`src/rtl/mem_access_pkg.sv`:
```
// ============================================================================
//  Module   : mem_access_pkg
//  Purpose  : Shared types and constants for the data-memory access controller.
//  Revision : 1.0 - initial release
// ============================================================================
`default_nettype none

package mem_access_pkg;

    localparam int ADDR_W_DEFAULT = 12;

    localparam logic [1:0] SZ_BYTE = 2'b00;
    localparam logic [1:0] SZ_HALF = 2'b01;
    localparam logic [1:0] SZ_WORD = 2'b10;

    typedef enum logic [2:0] {
        ST_IDLE  = 3'd0,
        ST_READ  = 3'd1,
        ST_CAPT  = 3'd2,
        ST_WRITE = 3'd3,
        ST_DONE  = 3'd4
    } state_e;

    // Size 2'b11 behaves exactly like a word access.
    function automatic logic is_word(input logic [1:0] size);
        return size[1];
    endfunction

    function automatic logic is_misaligned(input logic [1:0] size, input logic [1:0] lo);
        return ((size == SZ_HALF) && lo[0]) || (size[1] && (lo != 2'b00));
    endfunction

endpackage

`default_nettype wire

```
`src/rtl/mem_access_ctrl_if.sv`:
```
// ============================================================================
//  Module   : mem_access_ctrl_if
//  Purpose  : Request/response handshake plus memory-side bus of the controller.
//  Revision : 1.0 - initial release
// ============================================================================
`default_nettype none

interface mem_access_ctrl_if
    import mem_access_pkg::*;
#(
    parameter int ADDR_W = ADDR_W_DEFAULT
);
    logic              req_valid;
    logic              req_ready;
    logic              req_we;
    logic [1:0]        req_size;
    logic              req_unsigned;
    logic [31:0]       req_addr;
    logic [31:0]       req_wdata;
    logic              resp_valid;
    logic [31:0]       resp_rdata;
    logic              resp_err;
    logic [ADDR_W-3:0] mem_addr;
    logic [31:0]       mem_din;
    logic              mem_we;
    logic              mem_re;
    logic [31:0]       mem_dout;

    // Master is the requester together with the memory it talks to.
    modport master (
        output req_valid, req_we, req_size, req_unsigned, req_addr, req_wdata, mem_dout,
        input  req_ready, resp_valid, resp_rdata, resp_err, mem_addr, mem_din, mem_we, mem_re
    );

    modport slave (
        input  req_valid, req_we, req_size, req_unsigned, req_addr, req_wdata, mem_dout,
        output req_ready, resp_valid, resp_rdata, resp_err, mem_addr, mem_din, mem_we, mem_re
    );
endinterface

`default_nettype wire

```
`src/rtl/mem_lane_fmt.sv`:
```
// ============================================================================
//  Module   : mem_lane_fmt
//  Purpose  : Little-endian lane extraction/extension for loads and lane merge
//             for sub-word stores (read-modify-write data path).
//  Revision : 1.0 - initial release
// ============================================================================
`default_nettype none

module mem_lane_fmt
    import mem_access_pkg::*;
(
    input  wire logic [31:0] i_word,
    input  wire logic [31:0] i_wdata,
    input  wire logic [1:0]  i_size,
    input  wire logic        i_unsigned,
    input  wire logic [1:0]  i_addr_lo,
    output logic      [31:0] o_load,
    output logic      [31:0] o_merged
);
    logic [4:0]  w_shift;
    logic [7:0]  w_byte;
    logic [15:0] w_half;

    assign w_shift = {i_addr_lo, 3'b000};
    assign w_byte  = i_word[w_shift +: 8];
    assign w_half  = i_addr_lo[1] ? i_word[31:16] : i_word[15:0];

    always_comb begin
        o_load   = i_word;
        o_merged = i_wdata;
        case (i_size)
            SZ_BYTE: begin
                o_load                = {{24{w_byte[7] & ~i_unsigned}}, w_byte};
                o_merged              = i_word;
                o_merged[w_shift +: 8] = i_wdata[7:0];
            end
            SZ_HALF: begin
                o_load   = {{16{w_half[15] & ~i_unsigned}}, w_half};
                o_merged = i_addr_lo[1] ? {i_wdata[15:0], i_word[15:0]}
                                        : {i_word[31:16], i_wdata[15:0]};
            end
            default: ;
        endcase
    end
endmodule

`default_nettype wire

```
`src/rtl/mem_access_ctrl.sv`:
```
// ============================================================================
//  Module   : mem_access_ctrl
//  Purpose  : Single-outstanding load/store initiator for the word-organised
//             data memory; sub-word stores are done as read-modify-write.
//             Optional macro ADDR_ALIGN_CHECK_EN enables misalignment errors.
//  Revision : 1.0 - initial release
// ============================================================================
`default_nettype none

module mem_access_ctrl
    import mem_access_pkg::*;
#(
    parameter int ADDR_W = ADDR_W_DEFAULT
)(
    input  wire logic        clk,
    input  wire logic        rst,
    mem_access_ctrl_if.slave bus
);
    state_e            r_state;
    logic              r_req_ready;
    logic              r_resp_valid;
    logic [31:0]       r_resp_rdata;
    logic              r_mem_we;
    logic              r_mem_re;
    logic [ADDR_W-3:0] r_mem_addr;
    logic [31:0]       r_mem_din;
    logic              r_we;
    logic              r_uns;
    logic [1:0]        r_size;
    logic [1:0]        r_addr_lo;

    logic        w_accept;
    logic        w_misalign;
    logic [31:0] w_load;
    logic [31:0] w_merged;
    logic        w_unused_addr;

    assign w_accept      = bus.req_valid && r_req_ready;
    assign w_unused_addr = ^bus.req_addr[31:ADDR_W];

`ifdef ADDR_ALIGN_CHECK_EN
    logic r_resp_err;
    assign w_misalign   = is_misaligned(bus.req_size, bus.req_addr[1:0]);
    assign bus.resp_err = r_resp_err;
`else
    assign w_misalign   = 1'b0;
    assign bus.resp_err = 1'b0;
`endif

    // r_mem_din doubles as the latched store data until the merge in CAPT.
    mem_lane_fmt u_fmt (
        .i_word     (bus.mem_dout),
        .i_wdata    (r_mem_din),
        .i_size     (r_size),
        .i_unsigned (r_uns),
        .i_addr_lo  (r_addr_lo),
        .o_load     (w_load),
        .o_merged   (w_merged)
    );

    always_ff @(posedge clk) begin
        if (rst) begin
            r_state      <= ST_IDLE;
            r_req_ready  <= 1'b0;
            r_resp_valid <= 1'b0;
            r_resp_rdata <= '0;
            r_mem_we     <= 1'b0;
            r_mem_re     <= 1'b0;
            r_mem_addr   <= '0;
            r_mem_din    <= '0;
            r_we         <= 1'b0;
            r_uns        <= 1'b0;
            r_size       <= SZ_BYTE;
            r_addr_lo    <= 2'b00;
`ifdef ADDR_ALIGN_CHECK_EN
            r_resp_err   <= 1'b0;
`endif
        end else begin
            r_resp_valid <= 1'b0;
            case (r_state)
                ST_IDLE: begin
                    r_req_ready <= 1'b1;
                    if (w_accept) begin
                        r_req_ready  <= 1'b0;
                        r_we         <= bus.req_we;
                        r_uns        <= bus.req_unsigned;
                        r_size       <= bus.req_size;
                        r_addr_lo    <= bus.req_addr[1:0];
                        r_mem_addr   <= bus.req_addr[ADDR_W-1:2];
                        r_mem_din    <= bus.req_wdata;
                        r_resp_rdata <= '0;
                        if (w_misalign) begin
                            r_state      <= ST_DONE;
                            r_resp_valid <= 1'b1;
`ifdef ADDR_ALIGN_CHECK_EN
                            r_resp_err   <= 1'b1;
`endif
                        end else if (bus.req_we && is_word(bus.req_size)) begin
                            r_state  <= ST_WRITE;
                            r_mem_we <= 1'b1;
                        end else begin
                            r_state  <= ST_READ;
                            r_mem_re <= 1'b1;
                        end
                    end
                end
                ST_READ: begin
                    r_mem_re <= 1'b0;
                    r_state  <= ST_CAPT;
                end
                ST_CAPT: begin
                    if (r_we) begin
                        r_mem_din <= w_merged;
                        r_mem_we  <= 1'b1;
                        r_state   <= ST_WRITE;
                    end else begin
                        r_resp_rdata <= w_load;
                        r_resp_valid <= 1'b1;
                        r_state      <= ST_DONE;
                    end
                end
                ST_WRITE: begin
                    r_mem_we     <= 1'b0;
                    r_resp_valid <= 1'b1;
                    r_state      <= ST_DONE;
                end
                ST_DONE: begin
                    r_req_ready  <= 1'b1;
                    r_resp_rdata <= '0;
                    r_mem_addr   <= '0;
                    r_mem_din    <= '0;
`ifdef ADDR_ALIGN_CHECK_EN
                    r_resp_err   <= 1'b0;
`endif
                    r_state      <= ST_IDLE;
                end
                default: begin
                    r_req_ready <= 1'b0;
                    r_mem_we    <= 1'b0;
                    r_mem_re    <= 1'b0;
                    r_state     <= ST_IDLE;
                end
            endcase
        end
    end

    assign bus.req_ready  = r_req_ready;
    assign bus.resp_valid = r_resp_valid;
    assign bus.resp_rdata = r_resp_rdata;
    assign bus.mem_addr   = r_mem_addr;
    assign bus.mem_din    = r_mem_din;
    assign bus.mem_we     = r_mem_we;
    assign bus.mem_re     = r_mem_re;
endmodule

`default_nettype wire

```
`src/flat_wrapper.sv`:
```
// flat-port wrapper written by rule: the top's interface ports become plain ports
module mem_access_ctrl_flat import mem_access_pkg::*;
#(
    parameter int ADDR_W = ADDR_W_DEFAULT
)
  (clk, rst, bus_req_valid, bus_req_we, bus_req_size, bus_req_unsigned, bus_req_addr, bus_req_wdata, bus_mem_dout, bus_req_ready, bus_resp_valid, bus_resp_rdata, bus_resp_err, bus_mem_addr, bus_mem_din, bus_mem_we, bus_mem_re);
  mem_access_ctrl_if #(.ADDR_W(ADDR_W)) bus_i ();
  input  wire logic clk;
  input  wire logic rst;
  input wire logic [$bits(bus_i.req_valid)-1:0] bus_req_valid;
  input wire logic [$bits(bus_i.req_we)-1:0] bus_req_we;
  input wire logic [$bits(bus_i.req_size)-1:0] bus_req_size;
  input wire logic [$bits(bus_i.req_unsigned)-1:0] bus_req_unsigned;
  input wire logic [$bits(bus_i.req_addr)-1:0] bus_req_addr;
  input wire logic [$bits(bus_i.req_wdata)-1:0] bus_req_wdata;
  input wire logic [$bits(bus_i.mem_dout)-1:0] bus_mem_dout;
  output wire logic [$bits(bus_i.req_ready)-1:0] bus_req_ready;
  output wire logic [$bits(bus_i.resp_valid)-1:0] bus_resp_valid;
  output wire logic [$bits(bus_i.resp_rdata)-1:0] bus_resp_rdata;
  output wire logic [$bits(bus_i.resp_err)-1:0] bus_resp_err;
  output wire logic [$bits(bus_i.mem_addr)-1:0] bus_mem_addr;
  output wire logic [$bits(bus_i.mem_din)-1:0] bus_mem_din;
  output wire logic [$bits(bus_i.mem_we)-1:0] bus_mem_we;
  output wire logic [$bits(bus_i.mem_re)-1:0] bus_mem_re;
  assign bus_i.req_valid = bus_req_valid;
  assign bus_i.req_we = bus_req_we;
  assign bus_i.req_size = bus_req_size;
  assign bus_i.req_unsigned = bus_req_unsigned;
  assign bus_i.req_addr = bus_req_addr;
  assign bus_i.req_wdata = bus_req_wdata;
  assign bus_i.mem_dout = bus_mem_dout;
  assign bus_req_ready = bus_i.req_ready;
  assign bus_resp_valid = bus_i.resp_valid;
  assign bus_resp_rdata = bus_i.resp_rdata;
  assign bus_resp_err = bus_i.resp_err;
  assign bus_mem_addr = bus_i.mem_addr;
  assign bus_mem_din = bus_i.mem_din;
  assign bus_mem_we = bus_i.mem_we;
  assign bus_mem_re = bus_i.mem_re;
  mem_access_ctrl #(.ADDR_W(ADDR_W)) u_core (.clk(clk), .rst(rst), .bus(bus_i));
endmodule
```
`config.mk`:
```
export PLATFORM = sky130hd
export DESIGN_NAME = mem_access_ctrl_flat
export DESIGN_NICKNAME = d
export VERILOG_FILES = /design/src/rtl/mem_access_pkg.sv /design/src/rtl/mem_access_ctrl_if.sv /design/src/rtl/mem_lane_fmt.sv /design/src/rtl/mem_access_ctrl.sv /design/src/flat_wrapper.sv
export SDC_FILE = /design/constraint.sdc
export NUM_CORES = 1
export LEC_CHECK = 0
export CORE_MARGIN = 1.5
export CORE_UTILIZATION = 40
export DETAILED_ROUTE_END_ITERATION = 8
export GPL_ROUTABILITY_DRIVEN = 0
export MAX_ROUTING_LAYER = met4
export PLACE_DENSITY = 0.74
export SYNTH_ARGS = -nofsm -noshare
export SYNTH_HDL_FRONTEND = slang
export SYNTH_SLANG_ARGS = --single-unit
```
`constraint.sdc`:
```
create_clock -name clk -period 3.17 [get_ports clk]
set_input_delay 0.634 -clock clk [delete_from_list [all_inputs] [get_ports clk]]
set_output_delay 0.634 -clock clk [all_outputs]
set_load 0.03 [all_outputs]
```
==> impl_metrics.csv <==
group,metric,value,unit
cells_and_area,syn_to_final_growth,41.6,%
cells_and_area,diodes,0,
routing,wl_met2,7440,um
cells_and_area,layout.nets,752,
routing,drt-initial-drc-count,528,
global_route,grt_max_degree,49,
sta,hold_violations,0,
floorplan,io_pins,182,
yosys,yosys-top-cells-area,"dfxtp_1 (37%), mux2i_1 (7.6%), a221o_1 (4.6%), a221oi_1 (4.0%), a311oi_1 (3.9%)",
placement,port_buffers,160,
pwr,p_int,2.30,mW
sta,maxSlewHeadroom,0.208,
sta,period_needed,2560,ps
sta,period_share,0.808,
run,drv_cap,0,
yosys,yosysMostFrequentCell,"dfxtp_1",
clocking,cts_tree,"built",
routing,top_layer_used,"met4",
yosys,synth_top_area_frac,0.366,
floorplan,die_h,112,um
sta,tns,0,ps
routing,vias,4845,
sta,rsz0062_at_grt,"false",
setup_path,crit_type,"input port to flop",
pwr,p_leak,2.54,nW
sta,fmax,390,MHz
global_route,grt.overflow.total,0,
pwr,seqPwrFrac,0.370,
setup_path,critPathMaxStageDelay,990,ps
clocking,clk_pin_slew,70,ps
yosys,yosysSeqAreaShare,0.366,
clocking,cts_resized,0,
clocking,cts_num_sinks,87,
setup_path,r2r_cells,4,
setup_path,path_buf_inv,1,
cells_and_area,fin_util,0.585,
setup_path,path_cells,"clkdlybuf4s50_1 > a21oi_1 > o22ai_2 > nor2_1 > a311oi_1",
clocking,postCtsSetupBuffers,0,
routing,vias_per_cell,6.12,
floorplan,die_w,112,um
global_route,antenna_found_initial,0,
pwr,swShare,0.340,
setup_path,cp_top_family,"compound AO/OA/AOI/OAI gates",
setup_path,worstSetupEndpointType,"flop",
yosys,syn_area_per_cell,9.41,um2
pwr,p_per_area,518,nW/um2
setup_path,setup.worst_path.end,"u_core.bus.mem_din[18]",
outcome,status,"complete, but fails checks",
yosys,synth_edf_count,0,
yosys,yosysWarnings,0,
setup_path,worstSetupPathDepth,5,
yosys,yosys.area.top_type,"dfxtp_1",
yosys,yosys_register_bits,87,
sta,whs,454,ps
floorplan,die_area,12600,um2
clocking,insertion_delay,340,ps
clocking,holdBufCountCts,0,
pwr,p_sw,1.19,mW
pwr,pwr-share-comb,0.310,
global_route,grt_pass1_vias,4682,
clocking,htreeDepth,3,
setup_path,cp_max_fo,32,
routing,remaining_drc_errors,11,
routing,dr.pass1.iters,8,
setup_path,cp-startpoint,"bus_req_valid",
pwr,pwr-share-clk,0.319,
floorplan,num_rows,39,
cells_and_area,drive_gt1_frac,0.100,
setup_path,r2r_slack,690,ps
sta,slew_viol_final,0,
outcome,violations,"design-rule violations",
routing,wirelength,16200,um
placement,hpwl,11700,um
sta,worst_pin_slew,1190,ps
clocking,cts_buffers,9,
setup_path,slowest_stage,"o22ai_2",
cells_and_area,final_area,6740,um2
yosys,syn_nets,614,
cells_and_area,stdcell_count,792,
setup_path,arrival,2790,ps
yosys,async_flop_share,0,
sta,setup_slack,608,ps
setup_path,cp-start-kind,"input port",
hold_path,min_path_type,"flop to flop",
placement,placed_cell_area,6430,um2
yosys,syn_area,4760,um2
setup_path,r2r-end,"u_core.bus.mem_din[18]",
floorplan,core_area,11500,um2
yosys,netlist_instances,506,
pwr,ir_drop,324,uV
clocking,clk_root_buffer_cell,"clkbuf_16",
sta,finalClockSkew,6.37,ps
placement,pre_cts_ws,355,ps
yosys,synthFlopType,"dfxtp_1",
global_route,track_usage,0.262,
pwr,power,3.49,mW
routing,wl_met3,1450,um
setup_path,r2r-start,"u_core.r_state[1]",
yosys,yosys.cell_types.count,57,
yosys,synthTopCellsByCount,"dfxtp_1 (87), nor2_1 (48), nand2_1 (37), mux2i_1 (36), clkbuf_1 (27)",
floorplan,start_util,0.413,
setup_path,worstPathRequired,3400,ps
clocking,clockBufferDepth,2,
sta,setup_viol,0,
placement,dp_cells,776,
routing,ant_nets,0,
routing,met1_length,6830,um
global_route,grt_pass1_wl,25300,um
routing,wl_per_cell,20.4,um
-- cells in the final DEF (no fill, tap or decap), drive strengths merged, types with 15 or more instances in the layout --
cell	netlist	layout
dfxtp	87	87
mux2i	36	36
a211o	15	15
a311oi	23	23
clkdlybuf4s50	0	159
inv	17	22
o2bb2ai	16	16
nand2	37	37
nor2	49	49
a221o	22	22
buf	23	18
a221oi	22	22
-- state kept, by name (all words and copies together), names as in the netlist --
signal	cells
u_core.r_uns	1
u_core.bus.mem_addr	10
u_core.r_state	3
u_core.bus.resp_rdata	32
u_core.r_size	2
u_core.bus.resp_valid	1
u_core.bus.mem_din	32
u_core.r_we	1
u_core.bus.mem_we	1
u_core.r_addr_lo	2
u_core.bus.mem_re	1
u_core.bus.req_ready	1
-- worst min path at each step --
stage | from | end | slack, ps | cells after the start
2_1_floorplan | u_core.r_state[2] | u_core.r_state[1] | 520 | 2
3_3_place_gp | u_core.bus.resp_rdata[13] | u_core.bus.resp_rdata[13] | 440 | 1
3_5_place_dp | u_core.bus.resp_rdata[14] | u_core.bus.resp_rdata[14] | 440 | 1
4_1_cts | u_core.bus.resp_rdata[14] | u_core.bus.resp_rdata[14] | 460 | 1
5_1_grt | u_core.bus.resp_rdata[13] | u_core.bus.resp_rdata[13] | 470 | 1
6_report | u_core.bus.resp_rdata[14] | u_core.bus.resp_rdata[14] | 450 | 1
-- cell type report --
| type | count | area, um2 |
|---|---|---|
| Timing Repair Buffer | 177 | 1720 |
| Fill cell | 1019 | 4780 |
| Sequential cell | 87 | 1740 |
| Multi-Input combinational cell | 352 | 2720 |
| Tap cell | 143 | 179 |
| Clock buffer | 9 | 225 |
| Clock inverter | 7 | 85.1 |
| Inverter | 17 | 63.8 |
-- logic make-up (layout without fill, tap and decap cells) --
group | count (synthesis) | count (layout) | synth area share
other cells | 1 | 1 | 0.000788
buf+inv | 67 | 210 | 0.0641
flops | 87 | 87 | 0.366
mux | 52 | 52 | 0.128
simple gates | 143 | 143 | 0.153
compound gates | 151 | 151 | 0.275
fa+ha+maj | 5 | 5 | 0.0131
-- metal layers --
| layer | vias to the layer above | global-route usage |
|---|---|---|
| li1 | 2222 | - |
| met1 | 2306 | 0.342 |
| met2 | 281 | 0.419 |
| met3 | 36 | 0.0427 |
| met4 | 0 | 0.0810 |
| met5 | - | - |
-- power groups by stage --
stage / Combinational [mW] / Sequential, mW / Clock [mW]
2_1_floorplan: 0.474 / 1.47 / 0
3_3_place_gp: 1.05 / 1.31 / 0
3_5_place_dp: 1.07 / 1.31 / 0
4_1_cts: 1.08 / 1.29 / 1.13
6_report: 1.08 / 1.29 / 1.12
5_1_grt: 1.15 / 1.31 / 1.18
-- worst register-to-register path, cell delays in order, from the launching register on --
cell and delay, ps:
dfxtp_1 520, or3b_1 520, o22ai_2 910, nor2_1 110, a311oi_1 320
(Power assumes the default switching activity.)
